==> config.mk <==
export PLATFORM = sky130hd
export DESIGN_NAME = stream_mux
export DESIGN_NICKNAME = d
export VERILOG_FILES = /design/src/rtl/cpu_pkg.sv /design/src/rtl/stream_arb.sv /design/src/rtl/stream_mux.sv
export SDC_FILE = /design/constraint.sdc
export NUM_CORES = 1
export LEC_CHECK = 0
export ABC_AREA = 0
export BUFFER_PORTS_ARGS = -buffer_cell sky130_fd_sc_hd__buf_2
export CAP_MARGIN = 5
export CORE_MARGIN = 4
export CORE_UTILIZATION = 45
export CTS_CLUSTER_DIAMETER = 80
export DETAILED_ROUTE_END_ITERATION = 10
export PLACE_DENSITY = 0.77
export SYNTH_ARGS = -nofsm -noshare
export SYNTH_HDL_FRONTEND = slang
export SYNTH_SLANG_ARGS = --single-unit
export TNS_END_PERCENT = 20
==> constraint.sdc <==
create_clock -name clk -period 1.7 [get_ports clk]
set_input_delay 0.34 -clock clk [delete_from_list [all_inputs] [get_ports clk]]
set_output_delay 0.34 -clock clk [all_outputs]
set_load 0.01 [all_outputs]
==> src/rtl/cpu_pkg.sv <==
// Shared core package: default word width and the index-width helper.
// Used by stream_mux and stream_arb.
package cpu_pkg;

  localparam int WORD_W = 32;

  function automatic int clog2(input int v);
    int r;
    r = 0;
    for (int i = 0; i < 31; i++) begin
      if ((1 << i) < v) r = i + 1;
    end
    return r;
  endfunction

endpackage

==> src/rtl/stream_arb.sv <==
// Channel arbiter for stream_mux: one-hot grant plus binary index.
// STREAM_MUX_RR_EN selects round-robin; otherwise lowest index wins.
module stream_arb
  import cpu_pkg::*;
#(
  parameter int N = 2,
  localparam int SELW = clog2(N)
) (
  input  logic [N-1:0]    req,
  input  logic [SELW-1:0] ptr,
  output logic [N-1:0]    grant,
  output logic [SELW-1:0] grant_idx
);

  logic found;

`ifdef STREAM_MUX_RR_EN
  int j;

  // Scan from ptr upward, wrapping; N need not be a power of two.
  always_comb begin
    grant     = '0;
    grant_idx = '0;
    found     = 1'b0;
    j         = 0;
    for (int k = 0; k < N; k++) begin
      j = int'(ptr) + k;
      if (j >= N) j = j - N;
      if (!found && req[j]) begin
        found     = 1'b1;
        grant[j]  = 1'b1;
        grant_idx = SELW'(j);
      end
    end
  end
`else
  logic unused_ptr;
  assign unused_ptr = ^ptr;

  always_comb begin
    grant     = '0;
    grant_idx = '0;
    found     = 1'b0;
    for (int i = 0; i < N; i++) begin
      if (!found && req[i]) begin
        found     = 1'b1;
        grant[i]  = 1'b1;
        grant_idx = SELW'(i);
      end
    end
  end
`endif

endmodule

==> src/rtl/stream_mux.sv <==
// N-channel valid/ready stream mux with registered output stage.
// Arbitration: round-robin when STREAM_MUX_RR_EN is defined, else fixed.
module stream_mux
  import cpu_pkg::*;
#(
  parameter int WIDTH = WORD_W,
  parameter int N = 2,
  localparam int SELW = clog2(N)
) (
  input  logic               clk,
  input  logic               rst_n,
  input  logic [N-1:0]       in_valid,
  input  logic [N*WIDTH-1:0] in_data,
  output logic [N-1:0]       in_ready,
  output logic               out_valid,
  output logic [WIDTH-1:0]   out_data,
  output logic [SELW-1:0]    out_sel,
  input  logic               out_ready
);

  logic [N-1:0]     grant;
  logic [SELW-1:0]  grant_idx;
  logic [SELW-1:0]  ptr;
  logic [WIDTH-1:0] sel_data;
  logic             can_load;
  logic             load;

  assign can_load = !out_valid || out_ready;
  assign load     = can_load && |in_valid;
  assign in_ready = grant & {N{can_load}};

  stream_arb #(.N(N)) u_arb (
    .req       (in_valid),
    .ptr       (ptr),
    .grant     (grant),
    .grant_idx (grant_idx)
  );

`ifdef STREAM_MUX_RR_EN
  logic [SELW-1:0] rr_ptr;

  always_ff @(posedge clk or negedge rst_n) begin
    if (!rst_n) begin
      rr_ptr <= '0;
    end else if (load) begin
      rr_ptr <= (grant_idx == SELW'(N - 1)) ?
                '0 : grant_idx + SELW'(1);
    end
  end

  assign ptr = rr_ptr;
`else
  assign ptr = '0;
`endif

  always_comb begin
    sel_data = '0;
    for (int i = 0; i < N; i++) begin
      if (grant[i]) sel_data = in_data[i*WIDTH +: WIDTH];
    end
  end

  // A load replaces a beat leaving in the same cycle: no bubble.
  always_ff @(posedge clk or negedge rst_n) begin
    if (!rst_n) begin
      out_valid <= 1'b0;
      out_data  <= '0;
      out_sel   <= '0;
    end else if (load) begin
      out_valid <= 1'b1;
      out_data  <= sel_data;
      out_sel   <= grant_idx;
    end else if (out_ready) begin
      out_valid <= 1'b0;
    end
  end

endmodule

## Word-level counts from Yosys, hierarchy flattened

Index checks and enable logic that the tools add are counted.

- Mux-type cells: 6
- Bitwise gates (word level): 1
- Reduce and logical (&&, ||, !) cells: 7

Operator list:

| operator | count |
|---|---|
| $mux W32 | 2 |
| $mux W1 | 4 |
| $and A2 B2 Y2 | 1 |
| $logic_and A1 B1 Y1 | 2 |
| $logic_not A1 Y1 | 2 |
| $reduce_bool A2 Y1 | 1 |
| $reduce_or A2 Y1 | 1 |
| $logic_or A1 B1 Y1 | 1 |

- Register bits: 34
- Input port bits: 69

## Logic depth before layout (Yosys ltp)

Gate-level depths: netlist of run 1.

- Depth in word-level cells: 5
- Depth in mapped cells: 6
- Mapped depth without buffers: 3

## Hierarchy

Synthesis of run 1 repeated with hierarchy kept, for this count alone.

- Cells, all modules: 125
- Area total of the unflattened synthesis: 1805.5 um^2

Modules (own cells, without submodules):

| module | times used | cells each | area each (um^2) | sequential area each (um^2) |
|---|---|---|---|---|
| stream_mux | 1 | 122 | 1776.7 | 850.8 |
| stream_arb | 1 | 3 | 28.8 | 0.0 |

## Worst setup path after synthesis of run 1

OpenSTA, ideal clock, no wires.

- Kind: flip-flop to output port
- Start: register out_valid
- End: output in_ready[1]
- Data arrival time: 1.228 ns
- Data required time: 1.360 ns
- Path slack: 0.132 ns
- Cell stages (with the launch flop): 5
- Cell sequence: dfrtp_1 nor2b_1 buf_2 clkbuf_1 nor3b_1

- Longest elaborated chain between the ends: 3

Ends and longest elaborated chain:

| item | RTL line | text |
|---|---|---|
| start, declared | stream_mux.sv:15 | `output logic out_valid,` |
| start signal, assigned | stream_mux.sv:66 | `out_valid <= 1'b0;` |
| start signal, assigned | stream_mux.sv:70 | `out_valid <= 1'b1;` |
| start signal, assigned | stream_mux.sv:74 | `out_valid <= 1'b0;` |
| $logic_not A1 Y1 | stream_mux.sv:28 | `assign can_load = !out_valid \|\| out_ready;` |
| $logic_or A1 B1 Y1 | stream_mux.sv:28 |  |
| $and A2 B2 Y2 | stream_mux.sv:30 | `assign in_ready = grant & {N{can_load}};` |
| end, declared | stream_mux.sv:14 | `output logic [N-1:0] in_ready,` |

Every way passes these cells.

## Final worst setup path of run 1

- Start: register out_valid
- End: output in_ready[0]

Same word-level chain as after synthesis.

==> impl_metrics.ini, run 1 <==
[timing]
setup_viol = 0
finalHoldViolCount = 0
rsz0062_at_grt = no
fmax_ghz = 0.614
slew_viol_final = 0
skew_ns = 0.00616
fin_ws_ns = 0.0710
fin_crit_ns = 1.63
slew_headroom_pct = 66.2
post-route-period-util_pct = 95.8
setup-tns-final_ns = 0
hold_ws_ns = 0.0128
worstMarginPinSlew_ns = 0.507

[grt]
antenna_found_initial = 0
grt_overflow = 0
grt_max_degree = 33
grt_pass1_wl_um = 8840
grt_pass1_vias = 1861
track_usage_pct = 21.0

[logic_synthesis]
synth_seq_cells = 34
synthDistinctLibCells = 18
yosysWarnings = 0
synth_nets = 232
synth_area_um2 = 1930
ys_seq_area_share_pct = 44.1
synthCells = 163
syn_area_per_cell_um2 = 11.8

[route]
wire_per_inst_um = 17.5
dr.pass1.iters = 4
drt_wl_total_um = 5540
via_count = 1897
drc = 0
drtIter0Drc = 176
viasPerCell = 5.98
drtAntennaViolNets = 0

[placed_design]
port_buffers = 104
dp.final_hpwl_um = 4010
gp_congestion = 0.771
pre_cts_ws_ns = 0.0217

[clock_network]
clock_sinks = 34
clock_path_buffers = 2
cts_tree = done
htreeDepth = 2
cts_buffers = 5
clk_pin_slew_ns = 0.07
clock_latency_ns = 0.28
clockRootBuffer = clkbuf_8

[finish]
syn2layout_area_growth_pct = 33.4
utilization_pct = 63.0
n_antenna_cell = 0
drive_gt1_share_pct = 48.7
fin_nets = 335
n_fill_cell = 339

[floorplanning]
die_area_um2 = 5400
io_pins = 105
core.rowCount = 23
die_y_um = 73.5
core_um2 = 4090
initial_core_util_pct = 47.2
die_w_um = 73.5

[worst_setup_path]
worst-setup-path-type = reg2out
critPathCaptureType = output pin
cp.arrival_ns = 1.29
required_ns = 1.36
critPathLaunchType = register
crit_fanout = 13

[power]
powerDensity_nw_per_um2 = 890
power.total_w = 0.00229
p_leak_nw = 1.27
ir_drop_v = 0.000440

[worst_hold_path]
hp-class = in2async

[job]
maxCapViolations = 0

[outcome]
outcome = complete, no violations
-- what timing repair did --
action,CTS,global route
hold buffers,0,0
setup buffers,0,2
setup endpoints to repair,1,2
pin swaps,0,0
gates resized for setup,1,1
gates cloned,0,0
-- critical path, stage by stage (launching register included) --
cell and delay, ns:
dfrtp_1 0.43, nand2b_4 0.19, and2_4 0.26, buf_6 0.13
-- power breakdown --
group          internal, W  switching, W  leakage [nW]
Clock             0.000327      0.000293        0.0482
Combinational     0.000334      0.000300         0.816
Sequential        0.000933      0.000104         0.409
Total              0.00159      0.000697          1.27
-- state kept, by name (all words and copies together), names as in the netlist --
name       flops
out_sel        1
out_data      32
out_valid      1
-- layer usage --
metal | vias to the layer above | part of all wire (%) | global-route usage [%]
li1 | 871 | - | -
met2 | 100 | 45 | 31.0
met3 | 10 | 10 | 6.57
met4 | 0 | 1.7 | 7.04
met1 | 916 | 43 | 29.2
met5 | - | 0 | 0
-- kinds of logic (layout without fill, tap and decap cells) --
family / count (synthesis) / after routing / synth area share (%)
AO/OA/AOI/OAI: 66 / 66 / 33.3
buffers and inverters: 23 / 127 / 8.24
AND/OR/NAND/NOR: 40 / 40 / 14.3
flip-flops: 34 / 34 / 44.1
-- per-stage QoR --
step,cells,cell area [um^2]
4_1_cts,315,2550
3_3_place_gp,307,2460
5_1_grt,317,2570
3_5_place_dp,307,2460
2_1_floorplan,163,1930
6_report,317,2570
-- final timing paths --
kind,start,end,slack (ns),depth (start not counted)
max reg2reg,out_valid$_DFFE_PN0P_,out_data[24]$_DFFE_PN0P_,0.24,4
max,out_valid$_DFFE_PN0P_,in_ready[0],0.07,3
min,rst_n,out_data[5]$_DFFE_PN0P_,0.01,1
max in group asynchronous,rst_n,out_sel$_DFFE_PN0P_,1.11,2
min reg2reg,out_sel$_DFFE_PN0P_,out_sel$_DFFE_PN0P_,0.54,2
min in group clk,in_data[7],out_data[7]$_DFFE_PN0P_,0.28,2
-- area by class of cell --
class / count / area, um^2 / share of cell area, %
clock inverter: 1 / 5.00 / 0.194
clock buffer: 7 / 86.3 / 3.35
multi-input combinational: 106 / 930 / 36.1
timing repair buffer: 119 / 639 / 24.8
tap: 50 / 62.6 / 2.43
sequential: 34 / 851 / 33.1
-- cells in the final DEF (no fill, tap or decap), types with 2 or more instances in the layout --
| master | synthesis | final |
|---|---|---|
| clkbuf_8 | 0 | 6 |
| a32o_1 | 31 | 31 |
| a221o_1 | 31 | 31 |
| dfrtp_1 | 34 | 34 |
| and2b_1 | 14 | 14 |
| buf_4 | 1 | 15 |
| nor2b_1 | 19 | 18 |
| a31oi_1 | 2 | 2 |
| buf_2 | 7 | 103 |
-- synth_stat cells --
cell / n / area (um^2)
and2_4: 1 / 8.76
buf_4: 1 / 7.51
dfrtp_1: 34 / 851
a221o_1: 31 / 310
buf_2: 7 / 35.0
a31oi_1: 2 / 12.5
nor2_1: 2 / 7.51
and2b_1: 14 / 105
or3_1: 1 / 6.26
a21oi_1: 1 / 5.00
nor2b_1: 19 / 119
clkbuf_1: 7 / 26.3
nor3b_1: 1 / 7.51
a32o_1: 31 / 310
nand2b_4: 1 / 13.8
o21ai_0: 1 / 5.00
buf_6: 8 / 90.1
and3b_1: 1 / 8.76
Note: power is estimated with default switching activity, not from simulation.
==> run 2: changes to the inputs <==
--- a/config.mk
+++ b/config.mk
@@ -9,10 +9,10 @@
 export BUFFER_PORTS_ARGS = -buffer_cell sky130_fd_sc_hd__buf_2
 export CAP_MARGIN = 5
 export CORE_MARGIN = 4
-export CORE_UTILIZATION = 45
+export CORE_UTILIZATION = 40
 export CTS_CLUSTER_DIAMETER = 80
 export DETAILED_ROUTE_END_ITERATION = 10
-export PLACE_DENSITY = 0.77
+export PLACE_DENSITY = 0.72
 export SYNTH_ARGS = -nofsm -noshare
 export SYNTH_HDL_FRONTEND = slang
 export SYNTH_SLANG_ARGS = --single-unit
==> constraint.sdc (replaced) <==
create_clock -name clk -period 1.4 [get_ports clk]
set_input_delay 0.28 -clock clk [delete_from_list [all_inputs] [get_ports clk]]
set_output_delay 0.28 -clock clk [all_outputs]
set_load 0.01 [all_outputs]
==> impl_metrics.ini, run 2 (synthesis results as in run 1) <==
[route]
drtAntennaViolNets = 0
viasPerCell = 6.00
via_count = 1951
drtIter0Drc = 108
drc = 0
wire_per_inst_um = 18.4
drt_wl_total_um = 5990
dr.pass1.iters = 4

[clock_network]
clk_pin_slew_ns = 0.07
clockRootBuffer = clkbuf_8
clock_path_buffers = 2
cts_buffers = 5
htreeDepth = 2
clock_sinks = 34
cts_tree = done
clock_latency_ns = 0.28

[worst_setup_path]
critPathLaunchType = register
reg2regPathDepth = 4
reg2reg_to = out_data[27]$_DFFE_PN0P_
required_ns = 1.12
rrSetupSlack_ns = 0.08
critPathCaptureType = output pin
cp.arrival_ns = 1.19
worst-setup-path-type = reg2out
crit_fanout = 4
r2r_start = out_valid$_DFFE_PN0P_

[finish]
n_fill_cell = 401
syn2layout_area_growth_pct = 39.2
largest_register_ff_count = 32
n_antenna_cell = 0
drive_gt1_share_pct = 50.2
utilization_pct = 57.3
reg.largest.list = out_data: 32 flops, out_sel: 1 flops, out_valid: 1 flops
largest_register = out_data
final_cell_mix = buf_2, dfrtp_1, a32o_1, a221o_1, nor2b_1
fin_nets = 341
mostFrequentLayoutCell = buf_2

[timing]
finalHoldViolCount = 0
setup-tns-final_ns = -0.0737
fin_crit_ns = 1.47
worstMarginPinSlew_ns = 0.392
fmax_ghz = 0.679
rsz0062_at_grt = yes
fin_ws_ns = -0.0737
slew_viol_final = 0
skew_ns = 0.00686
post-route-period-util_pct = 105
setup_viol = 1
slew_headroom_pct = 73.9

[grt]
grt_overflow = 0
track_usage_pct = 19.8
grt_pass1_wl_um = 9380
grt_pass1_vias = 1897
antenna_found_initial = 0
grt_max_degree = 28

[floorplanning]
core_um2 = 4690
die_area_um2 = 6000
die_w_um = 77.5
initial_core_util_pct = 41.1
core.rowCount = 25
die_y_um = 77.5
io_pins = 105

[outcome]
outcome = finished with violations
violations = setup timing

[power]
powerDensity_nw_per_um2 = 1040
ir_drop_v = 0.000468
p_leak_nw = 1.32

[worst_hold_path]
hp-class = in2reg
min_from = in_data[21]
min_path_cells = 2
min_to = out_data[21]$_DFFE_PN0P_

[placed_design]
gp_congestion = 0.805
dp.final_hpwl_um = 4080
port_buffers = 104

[job]
maxCapViolations = 0
-- run 2: cell count changes in the layout (fill, tap and decap cells not counted), sizes merged --
cell and delta:
clkinv -1, and2 +1, dlygate4sd3 +1, clkbuf -1, buf +4
-- run 2: worst max-delay path by stage --
stage | start | to | cells after the start
3_5_place_dp | in_valid[0] | out_data[5]$_DFFE_PN0P_ | 5
4_1_cts | out_valid$_DFFE_PN0P_ | in_ready[1] | 3
6_report | out_valid$_DFFE_PN0P_ | in_ready[1] | 3
3_3_place_gp | out_valid$_DFFE_PN0P_ | in_ready[0] | 3
5_1_grt | out_valid$_DFFE_PN0P_ | in_ready[1] | 3
2_1_floorplan | out_valid$_DFFE_PN0P_ | in_ready[1] | 4
-- run 2: worst max-delay path, stage by stage, from the launching register on --
cell	delay (ns)
dfrtp_2	0.44
nor2b_4	0.16
nor3b_2	0.15
buf_2	0.16
-- run 2: metrics by stage --
stage | worst slack (ns) | hold slack [ns] | cells | cell area [um^2] | power [W]
6_report | -0.0737 | 0.222 | 325 | 2690 | 0.00280
3_5_place_dp | -0.0143 | 0.219 | 316 | 2570 | 0.00208
4_1_cts | -0.0725 | 0.211 | 325 | 2680 | 0.00282
3_3_place_gp | -0.00625 | 0.220 | 316 | 2570 | 0.00206
2_1_floorplan | 0.00859 | -0.0156 | 163 | 1940 | 0.00170
5_1_grt | -0.133 | 0.215 | 325 | 2690 | 0.00295
-- run 2: layout make-up --
type                    count  area, um^2  share of cell area [%]
well taps                  54        67.6                    2.52
flip-flops and latches     34         852                    31.7
clock buffers               6        82.6                    3.07
repair buffers            124         742                    27.6
multi-input cells         107         942                    35.1
-- run 2: layer usage --
metal | routed length, um | GRT usage, %
met1 | 2510 | 25.7
met2 | 2880 | 32.0
met3 | 528 | 5.80
met4 | 70 | 5.69
met5 | 0 | 0
-- run 2: what timing repair did --
| item | in CTS | in global routing |
|---|---|---|
| endpoints found under the hold margin | 14 | 0 |
| endpoints found under the setup margin | 2 | 2 |
| pin swaps | 1 | 0 |
| hold buffers | 1 | 0 |
| buffers inserted | 1 | 0 |
| gates resized for setup | 1 | 1 |
| gates cloned | 1 | 0 |
-- run 2: power by group --
group          switching [W]  leakage (nW)  total, W  internal [W]
logic               0.000377         0.866  0.000814      0.000438
registers           0.000127         0.409   0.00126       0.00113
clock network       0.000344        0.0431  0.000723      0.000379
total               0.000848          1.32   0.00280       0.00195
==> run 3: changes to the inputs <==
--- a/config.mk
+++ b/config.mk
@@ -9,11 +9,12 @@
 export BUFFER_PORTS_ARGS = -buffer_cell sky130_fd_sc_hd__buf_2
 export CAP_MARGIN = 5
 export CORE_MARGIN = 4
-export CORE_UTILIZATION = 40
+export CORE_UTILIZATION = 39
 export CTS_CLUSTER_DIAMETER = 80
 export DETAILED_ROUTE_END_ITERATION = 10
 export PLACE_DENSITY = 0.72
 export SYNTH_ARGS = -nofsm -noshare
 export SYNTH_HDL_FRONTEND = slang
+export SYNTH_HIERARCHICAL = 1
 export SYNTH_SLANG_ARGS = --single-unit
 export TNS_END_PERCENT = 20
==> impl_metrics.ini, run 3 <==
[outcome]
outcome = complete, no violations

[power]
powerDensity_nw_per_um2 = 1070
ir_drop_v = 0.000522
p_leak_nw = 1.37

[timing]
fin_crit_ns = 1.35
post-route-period-util_pct = 96.3
hold_ws_ns = 0.226
finalHoldViolCount = 0
fmax_ghz = 0.742
skew_ns = 0.00422
worstMarginPinSlew_ns = 0.678
slew_headroom_pct = 54.7
setup_viol = 0
slew_viol_final = 0
setup-tns-final_ns = 0
fin_ws_ns = 0.0525

[finish]
n_fill_cell = 375
final_cells = 280
mostFrequentLayoutCell = buf_2
largest_register_ff_count = 32
final_cell_mix = buf_2, dfrtp_1, a22o_1, mux2_4
reg.largest.list = out_data: 32 flops, out_sel: 1 flops, out_valid: 1 flops
fin_nets = 297
n_antenna_cell = 0
largest_register = out_data
syn2layout_area_growth_pct = 36.2
drive_gt1_share_pct = 67.1

[grt]
antenna_found_initial = 0
grt_pass1_wl_um = 6640
grt_pass1_vias = 1419
grt_overflow = 0
track_usage_pct = 13.9
grt_max_degree = 37

[clock_network]
htreeDepth = 2
clock_latency_ns = 0.27
cts_tree = done
postCtsSetupBuffers = 0
clk_pin_slew_ns = 0.06
clock_sinks = 34
cts_buffers = 5
clockRootBuffer = clkbuf_8
clock_path_buffers = 2

[worst_setup_path]
worst-setup-path-type = in2out
crit_fanout = 36
crit_buf_inv = 3
cp_top_family = buffers and inverters
cp.arrival_ns = 1.07
critical_path.cell_chain = buf_2, nor2b_4, buf_12, and2_2, buf_2
slowest_delay_ns = 0.21
critPathLaunchType = input port
cpMostUsedCell = buf_2
reg2reg_to = out_data[25]$_DFFE_PN0P_
required_ns = 1.12
r2r_start = out_valid$_DFFE_PN0P_
reg2regPathDepth = 4
cp_slowest_cell = buf_12
critPathCaptureType = output pin
startpoint = in_valid[1]
rrSetupSlack_ns = 0.06

[route]
viasPerCell = 4.82
wire_per_inst_um = 14.9
drtAntennaViolNets = 0
drc = 0
drt_wl_total_um = 4180
dr.pass1.iters = 4
via_count = 1350
drtIter0Drc = 28

[floorplanning]
initial_core_util_pct = 40.8
die_y_um = 76.0
die_w_um = 76.0
core_um2 = 4410
io_pins = 105
core.rowCount = 24
die_area_um2 = 5770

[job]
maxCapViolations = 0

[placed_design]
gp_congestion = 0.740
pre_cts_ws_ns = -0.499
dp.final_hpwl_um = 3110
port_buffers = 104
dp.cells = 272

[logic_synthesis]
synth_area_um2 = 1800
synth_nets = 193
yosysWarnings = 6
synthCells = 124
syn_area_per_cell_um2 = 14.5

[worst_hold_path]
min_from = in_valid[1]
min_to = out_valid$_DFFE_PN0P_
hp-class = in2reg
min_path_cells = 3
[run 3: how the worst max path moves through the flow]
stage                                     endpoint  slack [ns]  depth (start not counted)
after floorplan           out_data[10]$_DFFE_PN0P_       -0.01                          6
after global placement    out_data[10]$_DFFE_PN0P_       -0.50                          5
after detailed placement   out_data[3]$_DFFE_PN0P_       -0.50                          5
after CTS                              in_ready[1]        0.01                          5
after global routing                   in_ready[1]      -0.002                          5
final                                  in_ready[1]        0.05                          5
[run 3: tightest hold or removal path, cell delays in order]
cell and delay [ns]:
buf_2 0.10, nor2_1 0.04, nand2_1 0.05
[run 3: stage by stage]
stage	instance area (um^2)	power (W)	util [%]
final	2450	0.00263	55.6
after global routing	2450	0.00277	55.6
after CTS	2450	0.00267	55.5
after detailed placement	2350	0.00198	53.3
after global placement	2350	0.00197	53.3
after floorplan	1800	0.00168	-
[run 3: layer usage]
metal  vias up  routed length [um]  track usage (%)
li1        664                   -                -
met1       620                1770             17.1
met2        60                2020             22.9
met3         6                 350             4.49
met4         0                  45             4.80
met5         -                   0                0
[run 3: final cells by class]
type / count / area (um^2) / share of cell area, %
Clock buffer: 7 / 76.3 / 3.11
Tap cell: 52 / 65.1 / 2.65
Timing Repair Buffer: 110 / 618 / 25.2
Multi-Input combinational cell: 77 / 845 / 34.4
Sequential cell: 34 / 851 / 34.7
[run 3: timing repair]
action / 4_1_cts / 5_1_grt
endpoints found under the setup margin: 31 / 1
hold buffers: 1 / 0
endpoints found under the hold margin: 18 / 0
resized for setup: 3 / 1
[run 3: report_power, final]
| group | internal, W | leakage, nW | switching, W |
|---|---|---|---|
| Clock | 0.000342 | 0.0383 | 0.000316 |
| Sequential | 0.00112 | 0.429 | 0.0000786 |
| Combinational | 0.000454 | 0.899 | 0.000310 |
| Total | 0.00192 | 1.37 | 0.000705 |
